**config.mk**
```make
export PLATFORM = sky130hd
export DESIGN_NAME = alu_req_driver
export DESIGN_NICKNAME = d
export VERILOG_FILES = /design/src/rtl/alu_pkg.sv /design/src/rtl/alu_res_fifo.sv /design/src/rtl/alu_req_driver.sv
export SDC_FILE = /design/constraint.sdc
export NUM_CORES = 1
export LEC_CHECK = 0
export BUFFER_PORTS_ARGS = -buffer_cell sky130_fd_sc_hd__buf_2
export CORE_UTILIZATION = 35
export DETAILED_ROUTE_END_ITERATION = 10
export GPL_TIMING_DRIVEN = 0
export PLACE_DENSITY = 0.51
export SLEW_MARGIN = 20
export SYNTH_ARGS = -nofsm -noshare
export SYNTH_HDL_FRONTEND = slang
export SYNTH_SLANG_ARGS = --single-unit
```
**constraint.sdc**
```tcl
create_clock -name clk_i -period 3.6 [get_ports clk_i]
set_clock_uncertainty 0.2 [all_clocks]
set_input_delay 0 -clock clk_i [delete_from_list [all_inputs] [get_ports clk_i]]
set_output_delay 0 -clock clk_i [all_outputs]
set_load 0.01 [all_outputs]
```
**src/rtl/alu_pkg.sv**
```systemverilog
// alu_pkg: shared types for the ALU request driver.
//   DATASIZE / OUTPUTSIZE / OPWIDTH / TAGWIDTH : interface widths (result is 2*DATASIZE)
//   opcode_t    : opaque ALU opcode, passed through undecoded
//   drv_state_t : request FSM states
//   res_entry_t : one result FIFO entry {data, opcode, tag}
package alu_pkg;

   localparam int unsigned DATASIZE   = 8;
   localparam int unsigned OUTPUTSIZE = 2 * DATASIZE;
   localparam int unsigned OPWIDTH    = 4;
   localparam int unsigned TAGWIDTH   = 4;

   typedef logic [OPWIDTH-1:0] opcode_t;

   typedef enum logic [1:0] {
      IDLE,
      DRIVE,
      WAIT
   } drv_state_t;

   typedef struct packed {
      logic [OUTPUTSIZE-1:0] data;
      opcode_t               opcode;
      logic [TAGWIDTH-1:0]   tag;
   } res_entry_t;

   localparam int unsigned ENTRY_W = $bits(res_entry_t);

endpackage

```
**src/rtl/alu_res_fifo.sv**
```systemverilog
// alu_res_fifo: result queue, DEPTH entries of res_entry_t, order preserving.
//   clk_i, rst_i  : clock, synchronous active-high reset (flushes the queue)
//   push_i        : write push_data_i at the tail (ignored when full)
//   pop_i         : drop the head (ignored when empty)
//   valid_o       : head entry present
//   head_o        : head entry, zero while empty
//   count_o       : occupancy
// A push becomes visible the cycle after it is written (no fall-through).
module alu_res_fifo
   import alu_pkg::*;
#(
   parameter int unsigned DEPTH = 4
) (
   input  logic                     clk_i,
   input  logic                     rst_i,
   input  logic                     push_i,
   input  logic [ENTRY_W-1:0]       push_data_i,
   input  logic                     pop_i,
   output logic                     valid_o,
   output logic [ENTRY_W-1:0]       head_o,
   output logic [$clog2(DEPTH):0]   count_o
);

   localparam int unsigned PtrW = $clog2(DEPTH);
   localparam int unsigned CntW = PtrW + 1;
   localparam logic [CntW-1:0] FullCnt = CntW'(DEPTH);

   logic [ENTRY_W-1:0] mem_q [DEPTH];
   logic [PtrW-1:0]    wr_q, wr_d;
   logic [PtrW-1:0]    rd_q, rd_d;
   logic [CntW-1:0]    count_q, count_d;
   logic               do_push, do_pop;

   assign valid_o = (count_q != '0);
   assign do_push = push_i && (count_q != FullCnt);
   assign do_pop  = pop_i && valid_o;

   // Power-of-two depth: pointers wrap by natural overflow.
   always_comb begin
      wr_d    = wr_q;
      rd_d    = rd_q;
      count_d = count_q;
      if (do_push) begin
         wr_d = wr_q + PtrW'(1);
      end
      if (do_pop) begin
         rd_d = rd_q + PtrW'(1);
      end
      case ({do_push, do_pop})
         2'b10:   count_d = count_q + CntW'(1);
         2'b01:   count_d = count_q - CntW'(1);
         default: count_d = count_q;
      endcase
   end

   always_ff @(posedge clk_i) begin
      if (rst_i) begin
         wr_q    <= '0;
         rd_q    <= '0;
         count_q <= '0;
      end else begin
         wr_q    <= wr_d;
         rd_q    <= rd_d;
         count_q <= count_d;
      end
   end

   // Storage needs no reset; the head is masked while the queue is empty.
   always_ff @(posedge clk_i) begin
      if (do_push) begin
         mem_q[wr_q] <= push_data_i;
      end
   end

   assign head_o  = valid_o ? mem_q[rd_q] : '0;
   assign count_o = count_q;

endmodule

```
**src/rtl/alu_req_driver.sv**
```systemverilog
// alu_req_driver: initiator side of an ALU operand/opcode/result interface.
// Accepts one command at a time, drives registered operands to the ALU, waits
// ALU_LATENCY cycles, captures the result and queues it with opcode and tag.
//   clk_i, rst_i                 : clock, synchronous active-high reset
//   cmd_valid_i / cmd_ready_o    : command handshake
//   cmd_in1_i, cmd_in2_i         : operands
//   cmd_opcode_i, cmd_tag_i      : opcode (not decoded) and user tag
//   alu_in1_o, alu_in2_o         : registered operands to the ALU
//   alu_opcode_o                 : registered opcode to the ALU
//   alu_result_i                 : ALU result, valid ALU_LATENCY cycles after operands
//   res_valid_o / res_ready_i    : result queue handshake
//   res_data_o, res_opcode_o,
//   res_tag_o                    : queue head
//   busy_o                       : an operation is in flight
//   res_count_o                  : queue occupancy
module alu_req_driver
   import alu_pkg::*;
#(
   parameter int unsigned ALU_LATENCY = 0,
   parameter int unsigned RES_DEPTH   = 4
) (
   input  logic                        clk_i,
   input  logic                        rst_i,
   input  logic                        cmd_valid_i,
   output logic                        cmd_ready_o,
   input  logic [DATASIZE-1:0]         cmd_in1_i,
   input  logic [DATASIZE-1:0]         cmd_in2_i,
   input  logic [OPWIDTH-1:0]          cmd_opcode_i,
   input  logic [TAGWIDTH-1:0]         cmd_tag_i,
   output logic [DATASIZE-1:0]         alu_in1_o,
   output logic [DATASIZE-1:0]         alu_in2_o,
   output logic [OPWIDTH-1:0]          alu_opcode_o,
   input  logic [OUTPUTSIZE-1:0]       alu_result_i,
   output logic                        res_valid_o,
   input  logic                        res_ready_i,
   output logic [OUTPUTSIZE-1:0]       res_data_o,
   output logic [OPWIDTH-1:0]          res_opcode_o,
   output logic [TAGWIDTH-1:0]         res_tag_o,
   output logic                        busy_o,
   output logic [$clog2(RES_DEPTH):0]  res_count_o
);

   localparam int unsigned CntW  = $clog2(RES_DEPTH) + 1;
   localparam int unsigned WcntW = (ALU_LATENCY > 1) ? $clog2(ALU_LATENCY + 1) : 1;
   localparam logic [WcntW-1:0] WcntInit = WcntW'(ALU_LATENCY);
   localparam logic [CntW-1:0]  FullCnt  = CntW'(RES_DEPTH);

   drv_state_t            state_q, state_d;
   logic [WcntW-1:0]      wcnt_q, wcnt_d;
   logic [DATASIZE-1:0]   in1_q, in1_d;
   logic [DATASIZE-1:0]   in2_q, in2_d;
   opcode_t               opcode_q, opcode_d;
   logic [TAGWIDTH-1:0]   tag_q, tag_d;

   logic                  push;
   logic                  cmd_ready;
   res_entry_t            push_entry;
   res_entry_t            head_entry;
   logic [ENTRY_W-1:0]    head_raw;
   logic [CntW-1:0]       fifo_count;

   always_comb begin
      state_d   = state_q;
      wcnt_d    = wcnt_q;
      in1_d     = in1_q;
      in2_d     = in2_q;
      opcode_d  = opcode_q;
      tag_d     = tag_q;
      push      = 1'b0;
      cmd_ready = 1'b0;
      unique case (state_q)
         IDLE: begin
            // Only one op is ever in flight, so a free slot now guarantees room at push time.
            cmd_ready = (fifo_count < FullCnt);
            if (cmd_valid_i && cmd_ready) begin
               in1_d    = cmd_in1_i;
               in2_d    = cmd_in2_i;
               opcode_d = cmd_opcode_i;
               tag_d    = cmd_tag_i;
               state_d  = DRIVE;
            end
         end
         DRIVE: begin
            if (ALU_LATENCY == 0) begin
               push    = 1'b1;
               state_d = IDLE;
            end else begin
               wcnt_d  = WcntInit;
               state_d = WAIT;
            end
         end
         WAIT: begin
            wcnt_d = wcnt_q - WcntW'(1);
            if (wcnt_q == WcntW'(1)) begin
               push    = 1'b1;
               state_d = IDLE;
            end
         end
         default: state_d = IDLE;
      endcase
   end

   always_ff @(posedge clk_i) begin
      if (rst_i) begin
         state_q  <= IDLE;
         wcnt_q   <= '0;
         in1_q    <= '0;
         in2_q    <= '0;
         opcode_q <= '0;
         tag_q    <= '0;
      end else begin
         state_q  <= state_d;
         wcnt_q   <= wcnt_d;
         in1_q    <= in1_d;
         in2_q    <= in2_d;
         opcode_q <= opcode_d;
         tag_q    <= tag_d;
      end
   end

   assign push_entry = '{data: alu_result_i, opcode: opcode_q, tag: tag_q};

   alu_res_fifo #(
      .DEPTH (RES_DEPTH)
   ) u_res_fifo (
      .clk_i       (clk_i),
      .rst_i       (rst_i),
      .push_i      (push),
      .push_data_i (push_entry),
      .pop_i       (res_ready_i),
      .valid_o     (res_valid_o),
      .head_o      (head_raw),
      .count_o     (fifo_count)
   );

   assign head_entry   = res_entry_t'(head_raw);
   assign res_data_o   = head_entry.data;
   assign res_opcode_o = head_entry.opcode;
   assign res_tag_o    = head_entry.tag;
   assign res_count_o  = fifo_count;

   assign cmd_ready_o  = cmd_ready;
   assign alu_in1_o    = in1_q;
   assign alu_in2_o    = in2_q;
   assign alu_opcode_o = opcode_q;
   assign busy_o       = (state_q != IDLE);

endmodule

```
==> impl_metrics.env, run 1 <==
export IMPL_status="finished clean"
export IMPL_synth_top_area_cell="edfxtp_1"
export IMPL_clock_path_buffers=2
export IMPL_track_usage_pct=14.1
export IMPL_power_leakage_nw=2.65
export IMPL_holdCritStartpoint="cmd_valid_i"
export IMPL_finalSetupViolCount=0
export IMPL_ys_ff_latch=130
export IMPL_peakVddDrop_mv=0.284
export IMPL_holdPathEnd="state_q[0]$_SDFFE_PP0P_"
export IMPL_rsz0062_at_grt="no"
export IMPL_drive_above_1_share_pct=35.9
export IMPL_synth_cells=288
export IMPL_hold_path_depth=5
export IMPL_worstMarginPinSlew_ns=0.738
export IMPL_port_buffers=92
export IMPL_clock_fmax_mhz=436
export IMPL_fin_util_pct=49.0
export IMPL_cts_resized_gates=0
export IMPL_required_ns=3.40
export IMPL_cts_buffers=17
export IMPL_synth_area_um2=5110
export IMPL_wl_per_cell_um=15.4
export IMPL_drtPass1Iterations=4
export IMPL_viasPerCell=4.53
export IMPL_die_w_um=123
export IMPL_cts_setup_buffers=0
export IMPL_max_stage_delay_ns=0.53
export IMPL_htree_levels=4
export IMPL_initial_utilization_pct=36.4
export IMPL_cts_root_buf="clkbuf_16"
export IMPL_avgSynthCellArea_um2=17.7
export IMPL_r2r_setup_slack_ns=1.31
export IMPL_globalplace_congestion=0.672
export IMPL_n_antenna_cell=0
export IMPL_nets=496
export IMPL_syn2layout_area_growth_pct=34.7
export IMPL_syn_num_nets=338
export IMPL_worst_r2r_endpoint="u_res_fifo.count_o[2]$_SDFFE_PP0P_"
export IMPL_period_needed_ns=2.29
export IMPL_grt_max_degree=25
export IMPL_start_kind="flop"
export IMPL_reg2reg_from="u_res_fifo.count_o[2]$_SDFFE_PP0P_"
export IMPL_synth_flop_cell="edfxtp_1"
export IMPL_drt_iter0_drc=155
export IMPL_postCtsHoldBufs=47
export IMPL_synth_area_leaders="edfxtp_1, dfxtp_1, mux4_2"
export IMPL_grt_pass1_vias=2959
export IMPL_clock_sinks=130
export IMPL_antenna_found_initial=0
export IMPL_clk_latency_ns=0.41
export IMPL_yosysSeqAreaShare_pct=69.8
export IMPL_powerDensity_nw_per_um2=672
export IMPL_path_cells="nor3_4, clkbuf_1, nor2b_1, buf_2"
export IMPL_overflow=0
export IMPL_yosysUniqueCellTypes=27
export IMPL_drc=0
export IMPL_clk_pin_slew_ns=0.06
export IMPL_hold_violations=0
export IMPL_num_vias=2895
export IMPL_crit_fanout=10
export IMPL_ant_nets=0
export IMPL_slowest_stage="clkbuf_1"
export IMPL_setup_tns_ns=0
export IMPL_slew_violations=0
export IMPL_synth_warnings=0
export IMPL_crit_path_end_kind="output port"
export IMPL_cp_data_arrival_time_ns=2.09
export IMPL_multi_input_area_um2=1370
export IMPL_coreArea_um2=14000
export IMPL_synth_top_area_share_pct=56.5
export IMPL_reg2regPathDepth=8
export IMPL_critPathKind="reg -> out"
export IMPL_io_pin_count=94
export IMPL_slew_headroom_pct=50.8
export IMPL_fin_crit_sh_pct=63.6
export IMPL_placed_cells=560
export IMPL_tritoncts="built"
export IMPL_synth_edf_count=96
export IMPL_synth_most_common_cell="edfxtp_1"
export IMPL_die_area_um2=15100
export IMPL_row_count=43
export IMPL_final_cells=639
export IMPL_dieHeight_um=123
export IMPL_async_flop_share_pct=0
export IMPL_regArea_um2=3560
export IMPL_hold_class="in -> reg"
export IMPL_drv_cap=0
export IMPL_grt_pass1_wl_um=15300
export IMPL_fin_hold_ws_ns=0.103
export IMPL_num_fill_cells=1216
export IMPL_yosys_top_cells_count="edfxtp_1, dfxtp_1, nor2_1"
export IMPL_hpwl_um=5870
export IMPL_wl_um=9810
[layout make-up]
cell class / count / share of cell area, %
Clock inverter: 9 / 0.837
Clock buffer: 23 / 8.04
Buffer: 15 / 2.04
Sequential cell: 130 / 51.8
Timing Repair Buffer: 139 / 13.5
Tap cell: 180 / 3.27
Multi-Input combinational cell: 134 / 20.0
Inverter: 9 / 0.491
[through the flow]
step	power [W]	area (µm²)	setup WS, ns
6_report	0.00462	6880	1.31
5_1_grt	0.00485	6880	1.10
4_1_cts	0.00469	6880	1.22
3_5_place_dp	0.00293	5800	1.32
3_3_place_gp	0.00292	5790	0.998
2_1_floorplan	0.00256	5110	1.42
[worst max-delay path by stage]
stage | startpoint | to | slack (ns) | cells after the start
after floorplan | u_res_fifo.count_o[2]$_SDFFE_PP0P_ | u_res_fifo.count_o[2]$_SDFFE_PP0P_ | 1.42 | 8
after global placement | u_res_fifo.count_o[1]$_SDFFE_PP0P_ | u_res_fifo.mem_q[0][12]$_DFFE_PP_ | 1.0 | 3
after detailed placement | u_res_fifo.count_o[2]$_SDFFE_PP0P_ | u_res_fifo.count_o[2]$_SDFFE_PP0P_ | 1.32 | 8
after CTS | u_res_fifo.count_o[0]$_SDFFE_PP0P_ | res_opcode_o[1] | 1.22 | 4
after global routing | u_res_fifo.count_o[2]$_SDFFE_PP0P_ | res_opcode_o[1] | 1.10 | 4
final | u_res_fifo.count_o[0]$_SDFFE_PP0P_ | res_opcode_o[1] | 1.31 | 4
[metal layers]
| layer | track usage (%) | vias to the layer above | share of wire (%) |
|---|---|---|---|
| li1 | - | 1394 | - |
| met1 | 16.7 | 1417 | 45 |
| met2 | 23.6 | 77 | 50 |
| met3 | 4.88 | 7 | 4.5 |
| met4 | 5.03 | 0 | 0.93 |
| met5 | 0 | - | 0 |
[placed cells by master, fill, tap and decap left out]
cell type       n
clkbuf_1        6
and2_2          4
edfxtp_1       96
mux4_2         20
nand2b_1        2
buf_2          95
fa_1            1
a21oi_1         3
clkbuf_16      21
mux4_1          4
o31ai_1         1
nor2b_1        21
nand2_1         1
nor2b_4         4
mux2_2          1
clkinv_2        2
clkbuf_8        2
inv_1           9
ha_1            5
dfxtp_1        34
clkinvlp_4      1
inv_4           5
xor2_1          3
o21ai_0         2
nor2_1         32
clkinv_4        1
buf_6           2
a31oi_4         1
mux2i_1        25
buf_12          4
nor3_4          1
nor3b_2         1
dlygate4sd3_1  47
or3_1           2
[logic make-up after synthesis]
| group | share of synthesized area (%) |
|---|---|
| AO/OA/AOI/OAI | 1.05 |
| XOR/XNOR | 0.515 |
| adder cells (fa/ha/maj) | 1.62 |
| buffers and inverters | 3.41 |
| flip-flops | 69.8 |
| multiplexers | 16.0 |
| AND/OR/NAND/NOR | 7.62 |
[worst max-delay path, delay by kind of cell (launching register included)]
family / cells / cell delay (ns)
buffers and inverters: 2 / 0.70
and+or+nand+nor: 2 / 0.61
DFF: 1 / 0.37
[sequential cells by signal (all words and copies together) (netlist names), 2 cells and up, named ones only]
name and flops:
u_res_fifo.count_o 3, alu_in2_o 8, u_res_fifo.wr_q 2, u_res_fifo.rd_q 2
u_res_fifo.mem_q 96, alu_opcode_o 4, alu_in1_o 8, tag_q 4
[report_power, final]
part           internal, W  switching [W]  total, W
Combinational     0.000570       0.000563   0.00113
Sequential         0.00172      0.0000634   0.00178
Clock              0.00108       0.000626   0.00171
Note: power is estimated with default switching activity, not from simulation.
==> run 2, diff against run 1 <==
--- a/config.mk
+++ b/config.mk
@@ -9,7 +9,7 @@
 export CORE_UTILIZATION = 35
 export DETAILED_ROUTE_END_ITERATION = 10
 export GPL_TIMING_DRIVEN = 0
-export PLACE_DENSITY = 0.51
+export PLACE_DENSITY = 0.53
 export SLEW_MARGIN = 20
 export SYNTH_ARGS = -nofsm -noshare
 export SYNTH_HDL_FRONTEND = slang
==> constraint.sdc (replaced) <==
create_clock -name clk_i -period 1.9 [get_ports clk_i]
set_clock_uncertainty 0.2 [all_clocks]
set_input_delay 0 -clock clk_i [delete_from_list [all_inputs] [get_ports clk_i]]
set_output_delay 0 -clock clk_i [all_outputs]
set_load 0.01 [all_outputs]
==> run 2 against run 1 <==
Net effect:
- the run now ends with setup timing left
- sequential power is 92% higher
- critical endpoint is now u_res_fifo.count_o[2]$_SDFFE_PP0P_
- setup slack lost 1.4 ns
- critical path depth is 5 higher
- non-clock buffer count grew 14
- largest cell class unchanged
- design area rose by 4.3%
- worst hold slack better by 0.031 ns
- combinational power grew to 2.5 times the previous value
==> impl_metrics.env, run 2 (synthesized netlist as in run 1, its figures left out) <==
export IMPL_seqPwrFrac_pct=36.3
export IMPL_clk_latency_ns=0.41
export IMPL_dieHeight_um=123
export IMPL_drt_iter0_drc=128
export IMPL_die_area_um2=15100
export IMPL_track_usage_pct=14.4
export IMPL_max_stage_delay_ns=0.37
export IMPL_status="complete, but fails checks"
export IMPL_crit_fanout=5
export IMPL_drive_above_1_share_pct=43.8
export IMPL_slew_violations=0
export IMPL_swShare_pct=27.5
export IMPL_cp_data_arrival_time_ns=2.15
export IMPL_place_ws_ns=-0.172
export IMPL_combinationalPowerShare_pct=30.7
export IMPL_r2r_setup_slack_ns=-0.11
export IMPL_drc=0
export IMPL_globalplace_congestion=0.652
export IMPL_n_antenna_cell=0
export IMPL_start_kind="flop"
export IMPL_final_cell_mix="edfxtp_1, buf_2, dlygate4sd3_1"
export IMPL_hold_class="in -> reg"
export IMPL_slew_headroom_pct=68.5
export IMPL_critical_path_top_delay_family="adder cells"
export IMPL_clk_pin_slew_ns=0.05
export IMPL_initial_utilization_pct=36.4
export IMPL_worstMarginPinSlew_ns=0.472
export IMPL_row_count=43
export IMPL_syn2layout_area_growth_pct=40.5
export IMPL_drtPass1Iterations=4
export IMPL_cts_root_buf="clkbuf_16"
export IMPL_peakVddDrop_mv=0.631
export IMPL_clock_path_buffers=2
export IMPL_critPathKind="reg -> reg"
export IMPL_powerDensity_nw_per_um2=1310
export IMPL_grt_pass1_wl_um=15500
export IMPL_final_cells=653
export IMPL_clock_sinks=130
export IMPL_ant_nets=0
export IMPL_crit_path_end_kind="flop"
export IMPL_die_w_um=123
export IMPL_failed_checks="setup timing"
export IMPL_required_ns=2.04
export IMPL_overflow=0
export IMPL_coreArea_um2=14000
export IMPL_p_sw_w=0.00258
export IMPL_final_common_cell="edfxtp_1"
export IMPL_clock_fmax_mhz=498
export IMPL_tritoncts="built"
export IMPL_htree_levels=4
export IMPL_grt_max_degree=25
export IMPL_nets=510
export IMPL_largest_register_ffs=96
export IMPL_rsz0062_at_grt="yes"
export IMPL_wl_um=10100
export IMPL_antenna_found_initial=0
export IMPL_cts_buffers=17
export IMPL_hold_violations=0
export IMPL_grt_pass1_vias=3058
export IMPL_path_buf_inv=3
export IMPL_power_leakage_nw=2.77
export IMPL_p_clk_share_pct=33.0
export IMPL_port_buffers=92
export IMPL_path_cells="inv_4, a31oi_4, inv_1, ha_2, inv_2, fa_2, xor2_1, or3_1, a21oi_2"
export IMPL_drv_cap=0
export IMPL_worst_slack_ns=-0.108
export IMPL_period_needed_ns=2.01
export IMPL_placed_cells=560
export IMPL_top_register="u_res_fifo.mem_q"
export IMPL_intPower_w=0.00680
export IMPL_fin_crit_sh_pct=106
export IMPL_io_pin_count=94
export IMPL_slowest_stage="dfxtp_4"
export IMPL_wl_per_cell_um=15.5
export IMPL_hpwl_um=5890
export IMPL_finalSetupViolCount=25
export IMPL_num_vias=2948
export IMPL_viasPerCell=4.51
run 2: cell count changes in the layout (fill, tap and decap cells not counted), moves of 6 or more:
cell | previous run | this run
buf_4 | 0 | 17
buf_6 | 2 | 11
nor2b_4 | 4 | 11
dfxtp_1 | 34 | 28
nor2b_1 | 21 | 13
buf_2 | 95 | 83
run 2: area by class of cell:
class                   count  area, µm²
fillers                  1199       6870
flip-flops and latches    130       3580
multi-input cells         134       1450
repair buffers            154       1140
clock buffers              18        429
well taps                 180        225
plain buffers              14        169
clock inverters            14        140
inverters                   9       38.8
run 2: through the flow:
| step | total power, W | utilization, % | hold WS, ns | setup TNS [ns] | area (µm²) |
|---|---|---|---|---|---|
| final | 0.00938 | 51.1 | 0.135 | -2.18 | 7170 |
| after global routing | 0.00987 | 51.1 | 0.145 | -4.17 | 7170 |
| after CTS | 0.00904 | 49.6 | 0.121 | -2.98 | 6970 |
| after detailed placement | 0.00558 | 41.4 | 0.0161 | -7.84 | 5820 |
| after global placement | 0.00555 | 41.4 | 0.0149 | -8.77 | 5820 |
| after floorplan | 0.00489 | - | -0.101 | -0.0709 | 5130 |
run 2: worst reg2reg max path, delay by kind of cell (launching register included):
| family | cells | cell delay (ns) |
|---|---|---|
| adders and majority gates | 2 | 0.51 |
| DFF | 1 | 0.37 |
| and+or+nand+nor | 1 | 0.33 |
| buffers and inverters | 3 | 0.18 |
| AOI/OAI and AO/OA | 2 | 0.19 |
| xor gates and xnor gates | 1 | 0.15 |
run 2: power by group through the flow:
stage | sequential (W) | clock (W) | combinational (W)
2_1_floorplan | 0.00346 | 0 | 0.00143
3_3_place_gp | 0.00345 | 0 | 0.00210
3_5_place_dp | 0.00346 | 0 | 0.00212
4_1_cts | 0.00340 | 0.00315 | 0.00249
5_1_grt | 0.00343 | 0.00330 | 0.00313
6_report | 0.00341 | 0.00309 | 0.00288
run 2: final timing paths:
check                           depth (start not counted)                                 end                          startpoint
worst max register to register                          9  u_res_fifo.count_o[2]$_SDFFE_PP0P_  u_res_fifo.count_o[1]$_SDFFE_PP0P_
worst min register to register                          2                                flop     u_res_fifo.rd_q[1]$_SDFFE_PP0P_
worst min-delay path                                    2    u_res_fifo.mem_q[0][9]$_DFFE_PP_                     alu_result_i[1]
worst max-delay path                                    9  u_res_fifo.count_o[2]$_SDFFE_PP0P_  u_res_fifo.count_o[1]$_SDFFE_PP0P_
run 2: timing repair:
action                                  CTS  global route
hold buffers                             44             0
endpoints found under the setup margin  123            28
hold endpoints to repair                 97             0
buffers inserted                         11             6
cloned                                    0             2
pin swaps                                 3             4
gates resized for setup                  21            32
run 2: metal layers:
layer  vias to the layer above  global-route usage (%)  part of all wire (%)
met5                         -                       0                     0
met4                         0                    7.32                   1.7
met3                        15                    4.28                   4.7
met2                        85                    24.2                    49
met1                      1430                    16.7                    45
li1                       1418                       -                     -
==> run 3, diff against run 2 <==
--- a/config.mk
+++ b/config.mk
@@ -6,10 +6,11 @@
 export NUM_CORES = 1
 export LEC_CHECK = 0
 export BUFFER_PORTS_ARGS = -buffer_cell sky130_fd_sc_hd__buf_2
-export CORE_UTILIZATION = 35
+export CORE_UTILIZATION = 52
+export CTS_BUF_LIST = sky130_fd_sc_hd__clkbuf_2 sky130_fd_sc_hd__clkbuf_4 sky130_fd_sc_hd__clkbuf_8
 export DETAILED_ROUTE_END_ITERATION = 10
 export GPL_TIMING_DRIVEN = 0
-export PLACE_DENSITY = 0.53
+export PLACE_DENSITY = 0.75
 export SLEW_MARGIN = 20
 export SYNTH_ARGS = -nofsm -noshare
 export SYNTH_HDL_FRONTEND = slang
==> run 3 against run 2 <==
Net effect:
- the flow still finishes with violations (setup timing)
- fmax is 0.43% lower
- first-iteration DRC count fell by 24%
- register-to-register slack improved by 0.04 ns
- worst hold slack hardly changed
- count of clock-buffer cells in the layout increased by 1
- sequential cell count is the same
- die area down 32%
- critical path type is now reg -> out
- total power down 7.6%
- utilization is 24 points higher
- setup slack worse by 0.0086 ns
- clock power fell by 32%
- design area down 2.2%
==> impl_metrics.env, run 3 (synthesized netlist as in run 1, its figures left out) <==
export IMPL_largest_register_ffs=96
export IMPL_grt_pass1_wl_um=15700
export IMPL_num_fill_cells=607
export IMPL_hpwl_um=5550
export IMPL_grt_max_degree=25
export IMPL_globalplace_congestion=0.707
export IMPL_crit_path_end_kind="output port"
export IMPL_r2r_setup_slack_ns=-0.07
export IMPL_cp_data_arrival_time_ns=1.82
export IMPL_cts_buffers=17
export IMPL_powerDensity_nw_per_um2=1230
export IMPL_failed_checks="setup timing"
export IMPL_regArea_um2=3580
export IMPL_worst_slack_ns=-0.117
export IMPL_clock_sinks=130
export IMPL_drc=0
export IMPL_power_w=0.00866
export IMPL_coreArea_um2=9370
export IMPL_drt_iter0_drc=97
export IMPL_top_register="u_res_fifo.mem_q"
export IMPL_multi_input_area_um2=1490
export IMPL_reg2reg_from="u_res_fifo.count_o[1]$_SDFFE_PP0P_"
export IMPL_hold_path_depth=2
export IMPL_htree_levels=4
export IMPL_combinationalPowerShare_pct=36.6
export IMPL_p_clk_share_pct=24.3
export IMPL_p_sw_w=0.00255
export IMPL_drv_cap=0
export IMPL_num_vias=3021
export IMPL_final_cells=606
export IMPL_worst_path_stages=5
export IMPL_drive_above_1_share_pct=45.5
export IMPL_worstMarginPinSlew_ns=0.456
export IMPL_path_cells="buf_12, clkbuf_16, mux4_2, nor2b_4, buf_6"
export IMPL_final_common_cell="edfxtp_1"
export IMPL_fin_hold_ws_ns=0.134
export IMPL_ant_nets=0
export IMPL_overflow=0
export IMPL_power_leakage_nw=2.72
export IMPL_start_kind="flop"
export IMPL_design_area_um2=7020
export IMPL_port_buffers=92
export IMPL_drtPass1Iterations=4
export IMPL_critPathKind="reg -> out"
export IMPL_required_ns=1.70
export IMPL_antenna_found_initial=0
export IMPL_finalSetupViolCount=25
export IMPL_wl_um=10100
export IMPL_cts_root_buf="clkbuf_8"
export IMPL_slew_headroom_pct=69.6
export IMPL_critical_path_top_delay_family="multiplexers"
export IMPL_crit_fanout=8
export IMPL_grt_pass1_vias=3174
export IMPL_hold_class="in -> reg"
export IMPL_slew_violations=0
export IMPL_track_usage_pct=20.9
export IMPL_swShare_pct=29.4
export IMPL_path_buf_inv=3
export IMPL_wl_per_cell_um=16.7
export IMPL_post_dp_cell_area_um2=5750
export IMPL_clk_pin_slew_ns=0.07
export IMPL_nets=514
export IMPL_slowest_stage="mux4_2"
export IMPL_n_antenna_cell=0
export IMPL_reg2regPathDepth=9
export IMPL_clock_path_buffers=2
export IMPL_die_area_um2=10200
export IMPL_dieHeight_um=101
export IMPL_viasPerCell=4.99
export IMPL_syn2layout_area_growth_pct=37.4
export IMPL_rsz0062_at_grt="yes"
export IMPL_worst_r2r_endpoint="u_res_fifo.count_o[2]$_SDFFE_PP0P_"
export IMPL_initial_utilization_pct=54.5
export IMPL_seqPwrFrac_pct=39.2
export IMPL_tritoncts="built"
export IMPL_io_pin_count=94
export IMPL_row_count=35
export IMPL_clock_fmax_mhz=496
export IMPL_status="complete, but fails checks"
export IMPL_period_needed_ns=2.02
export IMPL_clk_latency_ns=0.41
export IMPL_peakVddDrop_mv=0.674
export IMPL_final_cell_mix="edfxtp_1, buf_2, dlygate4sd3_1"
export IMPL_fin_crit_sh_pct=106
export IMPL_placed_cells=509
export IMPL_die_w_um=101
export IMPL_intPower_w=0.00611
export IMPL_holdCritStartpoint="alu_result_i[15]"
export IMPL_holdPathEnd="u_res_fifo.mem_q[3][23]$_DFFE_PP_"
export IMPL_max_stage_delay_ns=0.50
export IMPL_hold_violations=0
[run 3: cell count changes in the layout (fill, tap and decap cells not counted), sizes merged]
cell and delta:
buf +5, clkinvlp +3, clkinv -2, bufinv -1, inv -1
[run 3: per-stage QoR]
| stage | utilization (%) | setup slack (ns) | setup TNS [ns] |
|---|---|---|---|
| 2_1_floorplan | - | -0.0709 | -0.0709 |
| 3_3_place_gp | 61.4 | -0.133 | -3.62 |
| 6_report | 74.9 | -0.117 | -2.14 |
| 3_5_place_dp | 61.4 | -0.184 | -4.52 |
| 4_1_cts | 71.7 | -0.139 | -2.71 |
| 5_1_grt | 74.9 | -0.191 | -4.13 |
[run 3: how the worst max path moves through the flow]
stage / endpoint / from
finish: res_data_o[4] / flop
global route: res_data_o[1] / flop
CTS: res_opcode_o[0] / flop
detailed placement: u_res_fifo.count_o[2]$_SDFFE_PP0P_ / u_res_fifo.count_o[0]$_SDFFE_PP0P_
global placement: u_res_fifo.count_o[2]$_SDFFE_PP0P_ / u_res_fifo.count_o[0]$_SDFFE_PP0P_
floorplan: u_res_fifo.count_o[2]$_SDFFE_PP0P_ / u_res_fifo.count_o[0]$_SDFFE_PP0P_
[run 3: final cells by class]
class | count | share of cell area [%]
Clock buffer | 19 | 3.55
Inverter | 9 | 0.553
Sequential cell | 130 | 51.0
Multi-Input combinational cell | 134 | 21.2
Timing Repair Buffer | 158 | 17.3
Buffer | 14 | 2.41
Clock inverter | 13 | 1.64
Tap cell | 129 | 2.30
[run 3: timing repair]
| item | CTS | global route |
|---|---|---|
| gates resized for setup | 21 | 44 |
| endpoints found under the hold margin | 97 | 0 |
| hold buffers | 43 | 0 |
| gates cloned | 0 | 2 |
| endpoints found under the setup margin | 123 | 75 |
| setup buffers | 15 | 6 |
| pin swaps | 4 | 3 |
[run 3: layer usage]
layer  global-route usage [%]  up-vias  wire, µm
met5                        0        -         0
met4                     6.47        0        77
met3                     5.96        8       425
met2                     35.2       97      5220
met1                     26.3     1494      4400
li1                         -     1422         -
[run 3: power groups by stage]
stage               clock network, W  logic [W]  registers, W
global placement                   0    0.00205       0.00344
detailed placement                 0    0.00209       0.00346
CTS                          0.00214    0.00250       0.00339
finish                       0.00210    0.00317       0.00339
global route                 0.00225    0.00340       0.00342
floorplan                          0    0.00143       0.00346
